<file path="src/rtl/reg_file_dump_reader_pkg.sv">
`default_nettype none
// ============================================================================
//  Module   : reg_file_dump_reader_pkg
//  Purpose  : Shared definitions for the register-file dump reader. Holds the
//             register geometry used by the RF and the datapath, and the dump
//             FSM state encoding.
//  Revision : 1.0 - initial release
// ============================================================================
package reg_file_dump_reader_pkg;

  // Register-file geometry shared with the RF and the datapath.
  localparam int c_reg_addr_w = 5;
  localparam int c_reg_data_w = 32;

  // Dump FSM states. The encoding is fixed so the state can be decoded
  // by debug tooling.
  typedef enum logic [1:0] {
    ST_IDLE  = 2'd0,
    ST_FETCH = 2'd1,
    ST_SEND  = 2'd2,
    ST_DONE  = 2'd3
  } dump_state_e;

  // The reader owns the RF read port exactly while fetching or sending.
  function automatic logic state_is_busy(input dump_state_e s);
    return (s == ST_FETCH) || (s == ST_SEND);
  endfunction

endpackage : reg_file_dump_reader_pkg
`default_nettype wire

</file>
<file path="src/rtl/reg_file_dump_reader.sv">
`default_nettype none
// ============================================================================
//  Module   : reg_file_dump_reader
//  Purpose  : While the core is halted, walks register addresses
//             FIRST_ADDR..LAST_ADDR over one RF read port and streams each
//             (address, value) pair out on a valid/ready handshake, then
//             pulses done. Pulses aborted instead if the core resumes mid-dump.
//  Ports    : clk, rst        clock / synchronous active-high reset
//             start, halted   dump request; core-halted qualifier
//             rf_addr/rf_data RF read address (registered) / combinational data
//             out_valid/ready beat handshake
//             out_addr/data   index and value of the current beat
//             busy            high while fetching or sending
//             done, aborted   one-cycle completion / abort pulses
//  Revision : 1.0 - initial release
// ============================================================================
module reg_file_dump_reader
  import reg_file_dump_reader_pkg::*;
#(
  parameter int ADDR_W     = c_reg_addr_w,
  parameter int DATA_W     = c_reg_data_w,
  parameter int FIRST_ADDR = 0,
  parameter int LAST_ADDR  = 31   // must be >= FIRST_ADDR
) (
  input  logic              clk,
  input  logic              rst,
  input  logic              start,
  input  logic              halted,
  output logic [ADDR_W-1:0] rf_addr,
  input  logic [DATA_W-1:0] rf_data,   // signed register content, passed through as-is
  output logic              out_valid,
  input  logic              out_ready,
  output logic [ADDR_W-1:0] out_addr,
  output logic [DATA_W-1:0] out_data,
  output logic              busy,
  output logic              done,
  output logic              aborted
);

  localparam logic [ADDR_W-1:0] c_first = ADDR_W'(FIRST_ADDR);
  localparam logic [ADDR_W-1:0] c_last  = ADDR_W'(LAST_ADDR);

  dump_state_e       state_q, state_d;
  logic [ADDR_W-1:0] idx_q, idx_d;
  logic              out_valid_q, out_valid_d;
  logic [ADDR_W-1:0] out_addr_q, out_addr_d;
  logic [DATA_W-1:0] out_data_q, out_data_d;
  logic              busy_q, busy_d;
  logic              done_q, done_d;
  logic              aborted_q, aborted_d;

  // Next-state and next-output logic. Every output is a flop; the pulse
  // outputs (done/aborted) default low so they last exactly one cycle.
  always_comb begin
    state_d     = state_q;
    idx_d       = idx_q;
    out_valid_d = out_valid_q;
    out_addr_d  = out_addr_q;
    out_data_d  = out_data_q;
    done_d      = 1'b0;
    aborted_d   = 1'b0;

    case (state_q)
      ST_IDLE: begin
        // A start without halted is dropped silently; nothing is queued.
        if (start && halted) begin
          state_d = ST_FETCH;
          idx_d   = c_first;
        end
      end

      ST_FETCH: begin
        // rf_addr has been driven from idx for a full cycle, so rf_data
        // is settled here. A running core means the RF may change under
        // us, so the dump is abandoned without producing a beat.
        if (!halted) begin
          aborted_d = 1'b1;
          state_d   = ST_IDLE;
        end else begin
          out_data_d  = rf_data;
          out_addr_d  = idx_q;
          out_valid_d = 1'b1;
          state_d     = ST_SEND;
        end
      end

      ST_SEND: begin
        // The beat is held until accepted even if halted drops meanwhile;
        // a presented beat is never retracted.
        if (out_valid_q && out_ready) begin
          out_valid_d = 1'b0;
          if (!halted) begin
            aborted_d = 1'b1;
            state_d   = ST_IDLE;
          end else if (idx_q == c_last) begin
            // idx stops at LAST_ADDR, so rf_addr is left pointing there.
            done_d  = 1'b1;
            state_d = ST_DONE;
          end else begin
            idx_d   = idx_q + 1'b1;
            state_d = ST_FETCH;
          end
        end
      end

      ST_DONE: begin
        state_d = ST_IDLE;
      end

      default: begin
        state_d = ST_IDLE;
      end
    endcase

    // busy is registered alongside the state so it tracks it exactly.
    busy_d = state_is_busy(state_d);
  end

  always_ff @(posedge clk) begin
    if (rst) begin
      state_q     <= ST_IDLE;
      idx_q       <= c_first;
      out_valid_q <= 1'b0;
      out_addr_q  <= '0;
      out_data_q  <= '0;
      busy_q      <= 1'b0;
      done_q      <= 1'b0;
      aborted_q   <= 1'b0;
    end else begin
      state_q     <= state_d;
      idx_q       <= idx_d;
      out_valid_q <= out_valid_d;
      out_addr_q  <= out_addr_d;
      out_data_q  <= out_data_d;
      busy_q      <= busy_d;
      done_q      <= done_d;
      aborted_q   <= aborted_d;
    end
  end

  // The RF read address is the index register itself; no extra flop needed.
  assign rf_addr   = idx_q;
  assign out_valid = out_valid_q;
  assign out_addr  = out_addr_q;
  assign out_data  = out_data_q;
  assign busy      = busy_q;
  assign done      = done_q;
  assign aborted   = aborted_q;

endmodule : reg_file_dump_reader
`default_nettype wire
</file>
<file path="config.mk">
export PLATFORM = sky130hd
export DESIGN_NAME = reg_file_dump_reader
export DESIGN_NICKNAME = d
export VERILOG_FILES = /design/src/rtl/reg_file_dump_reader_pkg.sv /design/src/rtl/reg_file_dump_reader.sv
export SDC_FILE = /design/constraint.sdc
export NUM_CORES = 1
export LEC_CHECK = 0
export CAP_MARGIN = 20
export CORE_ASPECT_RATIO = 0.7
export CORE_MARGIN = 3
export CORE_UTILIZATION = 37
export CTS_CLUSTER_DIAMETER = 50
export DETAILED_ROUTE_END_ITERATION = 10
export GPL_TIMING_DRIVEN = 0
export PLACE_DENSITY = 0.75
export SETUP_SLACK_MARGIN = 0.5
export SLEW_MARGIN = 30
export SYNTH_ARGS = -nofsm -noshare
export SYNTH_HDL_FRONTEND = slang
export SYNTH_SLANG_ARGS = --single-unit
export TNS_END_PERCENT = 30
</file>
<file path="constraint.sdc">
create_clock -name clk -period 1.8 [get_ports clk]
set_input_delay 0.18 -clock clk [delete_from_list [all_inputs] [get_ports clk]]
set_output_delay 0.18 -clock clk [all_outputs]
set_load 0.005 [all_outputs]
</file>
==> flow_summary.json <==
{
  "status": "complete, no violations",
  "gr-total-overflow": 0,
  "hold_class": "in -> reg",
  "clock-sinks": 48,
  "syn-instance-count": 232,
  "core_area_um2": 4579,
  "nets": 374,
  "synth_cell_type_count": 28,
  "critPathCaptureType": "register",
  "synthArstFlopShare_pct": 0,
  "fin_worst_skew_ns": 0.004370,
  "avgViaCountPerCell": 4.663,
  "syn_nets": 275,
  "whs_ns": 0.2723,
  "worst_ir_drop_vdd_mv": 0.4509,
  "antenna_found_initial": 0,
  "placementRows": 20,
  "drt-wirelength-per-cell_um": 13.19,
  "ys_ff_latch": 48,
  "die_x_um": 90.81,
  "fmax_mhz": 556.4,
  "clockBufferDepth": 2,
  "fin_crit_sh_pct": 99.84,
  "grt_pass1_vias": 1736,
  "drt_iter0_markers": 60,
  "vias": 1856,
  "synth_area_leader_cell": "dfxtp_1",
  "drive_above_1_share_pct": 20.78,
  "cts-root-buf": "clkbuf_8",
  "wirelength_mm": 5.249,
  "yosysSeqAreaShare_pct": 51.58,
  "synth-edff-count": 0,
  "maxCapViolations": 0,
  "drc": 0,
  "synthesis.area_um2": 1863,
  "worstPathArrival_ns": 1.99,
  "power.total_mw": 2.093,
  "insertion_delay_ns": 0.29,
  "synth_warnings": 0,
  "syn_avg_cell_area_um2": 8.030,
  "dp_hpwl_mm": 3.678,
  "finalSetupViolCount": 0,
  "finalCriticalPeriod_ns": 1.797,
  "grt_pass1_wl_mm": 8.148,
  "ys.flop_type": "dfxtp_1",
  "track_usage_pct": 16.94,
  "area_growth_pct": 71.39,
  "cts_tree": "built",
  "power.leakage_nw": 1.365,
  "initial_core_util_pct": 40.68,
  "synthTopCellsByArea": "dfxtp_1 (52%), nand2_1 (16%), a21oi_1 (12%)",
  "cts_buffers": 5,
  "antennaDiodeCount": 0,
  "die_area_um2": 5936,
  "hold_viol": 0,
  "worstSetupPathType": "reg -> reg",
  "yosysTopAreaCellShare_pct": 51.58,
  "maxSlewViolCount": 0,
  "ant_nets": 0,
  "setup_tns_ns": 0,
  "place_congestion": 0.8758,
  "yosysMostFrequentCell": "nand2_1",
  "grt_max_degree": 14,
  "htree_levels": 2,
  "fin_ws_ns": 0.002801,
  "worstPathMaxFanout": 4,
  "rsz0062_at_grt": "yes",
  "cp.required_ns": 1.99,
  "cp-start-kind": "register",
  "dr.pass1.iters": 4,
  "p_per_area_nw_per_um2": 655.5,
  "slew_headroom_pct": 63.30,
  "clkSlewWorstSetupHoldPaths_ns": 0.09,
  "ys_top_cells_by_count": "nand2_1 (80), dfxtp_1 (48), a21oi_1 (43), nor2_1 (10), clkbuf_1 (8)",
  "worst_slew_pin_slew_ns": 0.5505,
  "ctsHoldBuffers": 0,
  "die_h_um": 65.37,
  "io_pins": 83,
  "place_ws_ns": -0.1277,
  "portBuffers": 80
}
worst max-delay path, stage by stage (launching register included):
cell      delay (ns)
dfxtp_4         0.36
ha_4            0.15
and3_4          0.15
ha_4            0.15
nand3b_1        0.20
a211oi_4        0.31
nand4_1         0.16
xor2_1          0.17
nor2_1          0.05
cells in the final DEF, fill, tap and decap left out, types with 7 or more instances in the layout:
| master | n |
|---|---|
| nand2_1 | 73 |
| clkdlybuf4s50_1 | 40 |
| dlygate4sd2_1 | 39 |
| a21oi_1 | 37 |
| dfxtp_1 | 33 |
| dfxtp_2 | 10 |
| nor2_1 | 9 |
| buf_4 | 7 |
| clkbuf_1 | 7 |
layout make-up:
cell class,count,area (µm²)
Buffer,15,140.1
Clock buffer,8,90.09
Fill cell,390,1386
Inverter,5,18.77
Multi-Input combinational cell,164,947.2
Sequential cell,48,992.2
Tap cell,66,82.58
Timing Repair Buffer,92,922.1
report_power, final:
group / internal (mW) / switching, mW
clock: 0.314 / 0.337
sequential: 1.09 / 0.0182
combinational: 0.193 / 0.142
through the flow:
step | instances | utilization [%] | cell area, µm²
finish | 398 | 69.73 | 3193
floorplan | 232 | - | 1911
detailed placement | 378 | 61.01 | 2794
global route | 398 | 69.73 | 3193
CTS | 393 | 65.03 | 2978
global placement | 378 | 61.01 | 2794
flip-flops by register name, indices dropped and copies added (netlist names):
name and cells:
busy 1, rf_addr 5, out_addr 5, out_data 32, aborted 1, out_valid 1
state_q 2, done 1
layer usage:
layer | vias to the layer above | routed length [µm] | GRT usage [%]
li1 | 951 | - | -
met1 | 842 | 2569 | 22.44
met2 | 63 | 2302 | 27.33
met3 | 0 | 377 | 5.835
met4 | 0 | 0 | 2.820
met5 | - | 0 | 0
cells by family (layout without fill, tap and decap cells):
family          after synthesis  in the layout  synth area share (%)
mux                           1              1                0.5373
simple gates                102            102                 22.10
flops                        48             48                 51.58
fa+ha+maj                     6              6                 4.029
buf+inv                      20            120                 4.634
compound gates               51             51                 15.25
xor+xnor                      4              4                 1.881
final timing paths:
path                              startpoint            to  slack (ns)  cells past startpoint
worst max register to register    rf_addr[1]    rf_addr[3]       0.003                      8
worst min register to register  out_data[20]  out_data[20]        0.45                      2
worst max-delay path              rf_addr[1]    rf_addr[3]       0.003                      8
worst min-delay path                  halted    state_q[0]        0.27                      3
timing repair:
action,4_1_cts,5_1_grt
pin swaps,6,11
cloned,0,4
setup buffers,7,1
setup endpoints to repair,82,54
gates resized for setup,73,32
hold endpoints to repair,0,0
Power figures use the tool's default switching activity.
